$ cat config.mk
export PLATFORM = sky130hd
export DESIGN_NAME = mem_bus_arbiter
export DESIGN_NICKNAME = d
export VERILOG_FILES = /design/src/rtl/mem_bus_arbiter.sv
export SDC_FILE = /design/constraint.sdc
export NUM_CORES = 1
export LEC_CHECK = 0
export CAP_MARGIN = 20
export CORE_ASPECT_RATIO = 1.4
export CORE_MARGIN = 2
export CORE_UTILIZATION = 35
export DETAILED_ROUTE_END_ITERATION = 16
export HOLD_SLACK_MARGIN = 0.15
export PLACE_DENSITY_LB_ADDON = 0.25
export SLEW_MARGIN = 10
export SYNTH_ARGS = -nofsm -noshare
export SYNTH_HDL_FRONTEND = slang
export SYNTH_SLANG_ARGS = --single-unit
$ cat constraint.sdc
create_clock -name clk -period 2 [get_ports clk]
set_input_delay 0.2 -clock clk [delete_from_list [all_inputs] [get_ports clk]]
set_output_delay 0.2 -clock clk [all_outputs]
set_load 0.01 [all_outputs]
$ cat src/rtl/mem_bus_arbiter.sv
// Two-master memory bus arbiter/sequencer. Round-robin grant, single-cycle
// write strobe, (RD_LATENCY+1)-cycle read strobe, registered ack/err/rdata.
// Addresses below MAP_BASE complete with an error ack and never strobe the bus.
module mem_bus_arbiter #(
  parameter int DATA_WIDTH = 32,
  parameter int ADDR_WIDTH = 32,
  parameter int RD_LATENCY = 1,
  parameter logic [ADDR_WIDTH-1:0] MAP_BASE = 'h1001_0024
) (
  input  logic                  clk,
  input  logic                  rst,
  input  logic                  m0_req,
  input  logic                  m0_we,
  input  logic [ADDR_WIDTH-1:0] m0_addr,
  input  logic [DATA_WIDTH-1:0] m0_wdata,
  output logic                  m0_ack,
  output logic                  m0_err,
  output logic [DATA_WIDTH-1:0] m0_rdata,
  input  logic                  m1_req,
  input  logic                  m1_we,
  input  logic [ADDR_WIDTH-1:0] m1_addr,
  input  logic [DATA_WIDTH-1:0] m1_wdata,
  output logic                  m1_ack,
  output logic                  m1_err,
  output logic [DATA_WIDTH-1:0] m1_rdata,
  output logic                  bus_wr_en,
  output logic                  bus_rd_en,
  output logic [ADDR_WIDTH-1:0] bus_addr,
  output logic [DATA_WIDTH-1:0] bus_wdata,
  input  logic [DATA_WIDTH-1:0] bus_rdata,
  output logic                  busy,
  output logic                  grant_id
);

  typedef enum logic [1:0] {IDLE, BUSY, ERR} state_t;

  state_t          state, state_nxt;
  logic            we_q;
  logic            owner;
  logic            last_owner;
  logic [3:0]      cnt;
  logic            elig0, elig1;
  logic            gnt, gnt_sel, done;
  logic [ADDR_WIDTH-1:0] sel_addr;

  // A master still seeing its own ack this cycle is not eligible, so a held
  // req cannot be regranted on the ack cycle.
  assign elig0 = m0_req & ~m0_ack;
  assign elig1 = m1_req & ~m1_ack;

  assign bus_wr_en = (state == BUSY) &  we_q;
  assign bus_rd_en = (state == BUSY) & ~we_q;
  assign busy      = (state != IDLE);

  // State register.
  always_ff @(posedge clk) begin
    if (rst) state <= IDLE;
    else     state <= state_nxt;
  end

  // Next-state: arbitration in IDLE, completion detect in BUSY/ERR.
  always_comb begin
    state_nxt = state;
    gnt       = 1'b0;
    gnt_sel   = 1'b0;
    done      = 1'b0;
    sel_addr  = m0_addr;
    case (state)
      IDLE: begin
        if (elig0 | elig1) begin
          gnt      = 1'b1;
          gnt_sel  = (elig0 & elig1) ? ~last_owner : elig1;
          sel_addr = gnt_sel ? m1_addr : m0_addr;
          state_nxt = (sel_addr < MAP_BASE) ? ERR : BUSY;
        end
      end
      BUSY: begin
        if (we_q || cnt == 4'd0) begin
          done      = 1'b1;
          state_nxt = IDLE;
        end
      end
      ERR: begin
        done      = 1'b1;
        state_nxt = IDLE;
      end
      default: state_nxt = IDLE;
    endcase
  end

  // Transaction latch, read-latency counter and per-master response regs.
  always_ff @(posedge clk) begin
    if (rst) begin
      we_q       <= 1'b0;
      owner      <= 1'b0;
      last_owner <= 1'b1;
      cnt        <= 4'd0;
      grant_id   <= 1'b0;
      bus_addr   <= '0;
      bus_wdata  <= '0;
      m0_ack     <= 1'b0;
      m0_err     <= 1'b0;
      m0_rdata   <= '0;
      m1_ack     <= 1'b0;
      m1_err     <= 1'b0;
      m1_rdata   <= '0;
    end else begin
      m0_ack <= 1'b0;
      m0_err <= 1'b0;
      m1_ack <= 1'b0;
      m1_err <= 1'b0;
      if (gnt) begin
        owner      <= gnt_sel;
        last_owner <= gnt_sel;
        grant_id   <= gnt_sel;
        we_q       <= gnt_sel ? m1_we : m0_we;
        bus_addr   <= sel_addr;
        bus_wdata  <= gnt_sel ? m1_wdata : m0_wdata;
        cnt        <= (gnt_sel ? m1_we : m0_we) ? 4'd0 : 4'(RD_LATENCY);
      end
      if (state == BUSY && !we_q && cnt != 4'd0) cnt <= cnt - 4'd1;
      if (done) begin
        if (owner) begin
          m1_ack <= 1'b1;
          m1_err <= (state == ERR);
          if (state == BUSY && !we_q) m1_rdata <= bus_rdata;
        end else begin
          m0_ack <= 1'b1;
          m0_err <= (state == ERR);
          if (state == BUSY && !we_q) m0_rdata <= bus_rdata;
        end
      end
    end
  end

endmodule

==> impl_results.md <==
- Synthesis-stage register bit count: 141
- Total GRT Usage: 0.221
- R2R Setup Slk: 230 ps
- Clk sinks: 141
- Required @ worst endpoint: 1800 ps
- Critical Path AT: 1580 ps
- RSZ-0062 raised after global routing: false
- Crit-path cells: inv_1 > ha_1 > inv_1 > dlygate4sd2_1
- Fin crit period: 1780 ps
- Power, Total: 10.6 mW
- Worst Hold Depth: 2
- DRT Pass-1 Iters: 7
- Layout cells sized above 1: 0.0587
- Synth top area cells: dfxtp_1, nand2_1, a311oi_1
- Residual DRC count: 0
- Largest net degree at the start of global routing: 57
- Die W: 113 microns
- Port bufs: 301
- Initial antenna violation count: 0
- Ant diodes: 0
- Hold buffer count at CTS: 0
- Most common cell after layout, fill and taps aside: clkdlybuf4s50_1
- Yosys cell types: 40
- Area taken by multi-input logic gates: 2680 sq um
- Worst skew pair latency: 420 ps
- Slew margin rel.: 0.571
- Crit. End Element: output pin
- HPWL Detailed: 14.5 mm
- First-pass GRT wire length: 31.1 mm
- DIE HEIGHT: 156 microns
- # H-tree levels: 4
- FF+latch area: 2820 sq um
- YS warnings: 0
- Max frequency: 0.563 GHz
- Routed len/inst: 15.9 microns
- Max Cap Viol: 0
- Number of global-route vias before repair: 6022
- CTS tree: yes
- Boundary Pins: 302
- Cells after synthesis: 741
- Hold path start: rst
- Fin nets: 1196
- Worst-path clk slew: 60 ps
- Worst Clk Skew: 15.2 ps
- Worst path max stage delay: 360 ps
- Final Hold Fails: 0
- Setup Viol. Count Final: 0
- Design Area, Final: 9620 sq um
- Yosys top cell area share: 0.486
- Worst R2R Path Depth: 8
- Period utilisation layout: 0.889
- Commonest non-fill, non-tap cells in the layout: clkdlybuf4s50_1, nand2_1, dfxtp_1
- CTS root buf: clkbuf_16
- FP Rows: 55
- Cell mode on critical path: inv_1
- Worst setup margin: 223 ps
- Post-Syn Area: 5810 sq um
- Critical path class: flip-flop to output pin
- Worst r2r dst: m1_rdata[13]$_SDFFE_PP0P_
- Final ANT Viol Nets: 0
- Clock Path Buffers: 2
- FF-to-FF Start: cnt[0]$_SDFFE_PP0P_
- Post-Route WL: 19.7 mm
- Power density cells: 1100 nW/um^2
- Worst hold path class: input pin to flip-flop
- Finished Core Util: 0.595
- Synth area leader: dfxtp_1
- Maximum VDD drop: 0.000642 V
- Outcome: finished, final reports clean
- Via count: 6245
- Worst path slowest cell: dfxtp_1
- Num CTS Buffers: 17
- LEAKAGE: 3.53 nW
- Number of vias per cell: 5.04
- Setup TNS: 0 ps
- RePlAce Congestion: 0.870
- Final Max Slew Viols: 0
- Syn Nets: 911
- DP Area: 9080 sq um
- Seq/Total Area, Yosys: 0.486
- Die Area: 17600 sq um
- Fillcell total: 1494
- Grt total ovfl: 0
- Critical path peak fanout: 5
- Initial Utilization: 0.359
- Worst setup SP type: flip-flop
- Starting DRC count in detailed routing: 428
- Core ar.: 16200 sq um
- Mean instance size in the synthesized netlist: 7.83 sq um
- Worst Max-Slew Pin Slew: 644 ps
- Worst Hold End: owner$_SDFFE_PP0P_
- Post-placement setup slack: 90.5 ps
- Area Overhead vs Synth: 65.7%
## layer usage
metal / track usage / part of all wire
met3: 0.0751 / 0.088
met4: 0.0958 / 0.031
met1: 0.250 / 0.40
met2: 0.376 / 0.48
met5: 0 / 0
## logic make-up after synthesis
group           Yosys count  share of synthesized area
flops                   141                      0.486
compound gates          158                      0.188
buf+inv                  62                     0.0534
fa+ha+maj                 4                    0.00862
simple gates            374                      0.260
mux                       2                    0.00345
## worst max-delay path by stage
stage                          start                         to  slack, ps
2_1_floorplan  state[1]$_SDFFE_PP0P_  m1_rdata[10]$_SDFFE_PP0P_        340
3_3_place_gp              m0_addr[3]      state[0]$_SDFFE_PP0P_        120
3_5_place_dp              m0_addr[4]      state[0]$_SDFFE_PP0P_         90
4_1_cts        state[1]$_SDFFE_PP0P_                  bus_wr_en         40
5_1_grt        state[1]$_SDFFE_PP0P_        cnt[3]$_SDFFE_PP0P_          5
6_report       state[0]$_SDFFE_PP0P_                       busy        220
## state kept, by name (all words and copies together) (netlist names)
| register | flops |
|---|---|
| bus_addr | 32 |
| m0_rdata | 32 |
| m1_ack | 1 |
| we_q | 1 |
| m0_err | 1 |
| bus_wdata | 32 |
| last_owner | 1 |
| m1_rdata | 32 |
| m1_err | 1 |
| state | 2 |
| cnt | 4 |
| m0_ack | 1 |
| owner | 1 |
## synthesized netlist by cell type
cell type  instances
nand2_1          259
dfxtp_1          141
nor2_1            76
a21oi_1           71
a311oi_1          62
buf_2             29
clkbuf_1          19
nor4_1             9
inv_1              6
nand3_1            6
o21ai_0            6
a211oi_1           5
buf_4              5
nor3_1             5
ha_1               4
nand2b_1           4
buf_6              3
nor2_2             3
a21o_1             2
a32oi_1            2
mux2i_1            2
nand3b_1           2
nor2b_1            2
o311ai_0           2
a21oi_4            1
a22o_1             1
a22oi_1            1
and2_1             1
and2b_1            1
and3_1             1
and3b_1            1
nand2b_4           1
nor2b_2            1
nor3b_2            1
o211ai_1           1
o211ai_2           1
o21a_1             1
o21ba_1            1
o22ai_1            1
or2_1              1
## cell type report
| cell class | instances | share of cell area |
|---|---|---|
| multi-input combinational | 538 | 0.279 |
| inverter | 6 | 0.00234 |
| timing repair buffer | 322 | 0.344 |
| clock buffer | 20 | 0.0464 |
| tap | 199 | 0.0259 |
| clock inverter | 12 | 0.00924 |
| sequential | 141 | 0.293 |
## timing repair
action,CTS,global route
pin swaps,0,0
buffers inserted,0,0
endpoints found under the hold margin,0,0
endpoints found under the setup margin,2,26
gates resized for setup,2,2
## report_power, final
group	internal (mW)	total [mW]	leakage (nW)	switching, mW
registers	3.37	3.68	1.15	0.310
logic	2.04	3.99	2.13	1.96
clock network	1.63	2.89	0.253	1.26
## critical path: cells and delay by family, from the launching register on
kind	cells	cell delay [ps]
fa+ha+maj	1	270
buf+inv	3	550
flops	1	360
## through the flow
stage               cells  hold WS, ps
finish               1238          303
CTS                  1238          294
floorplan             741          336
global placement     1206          440
global route         1238          338
detailed placement   1206          446
Power figures use the tool's default switching activity.
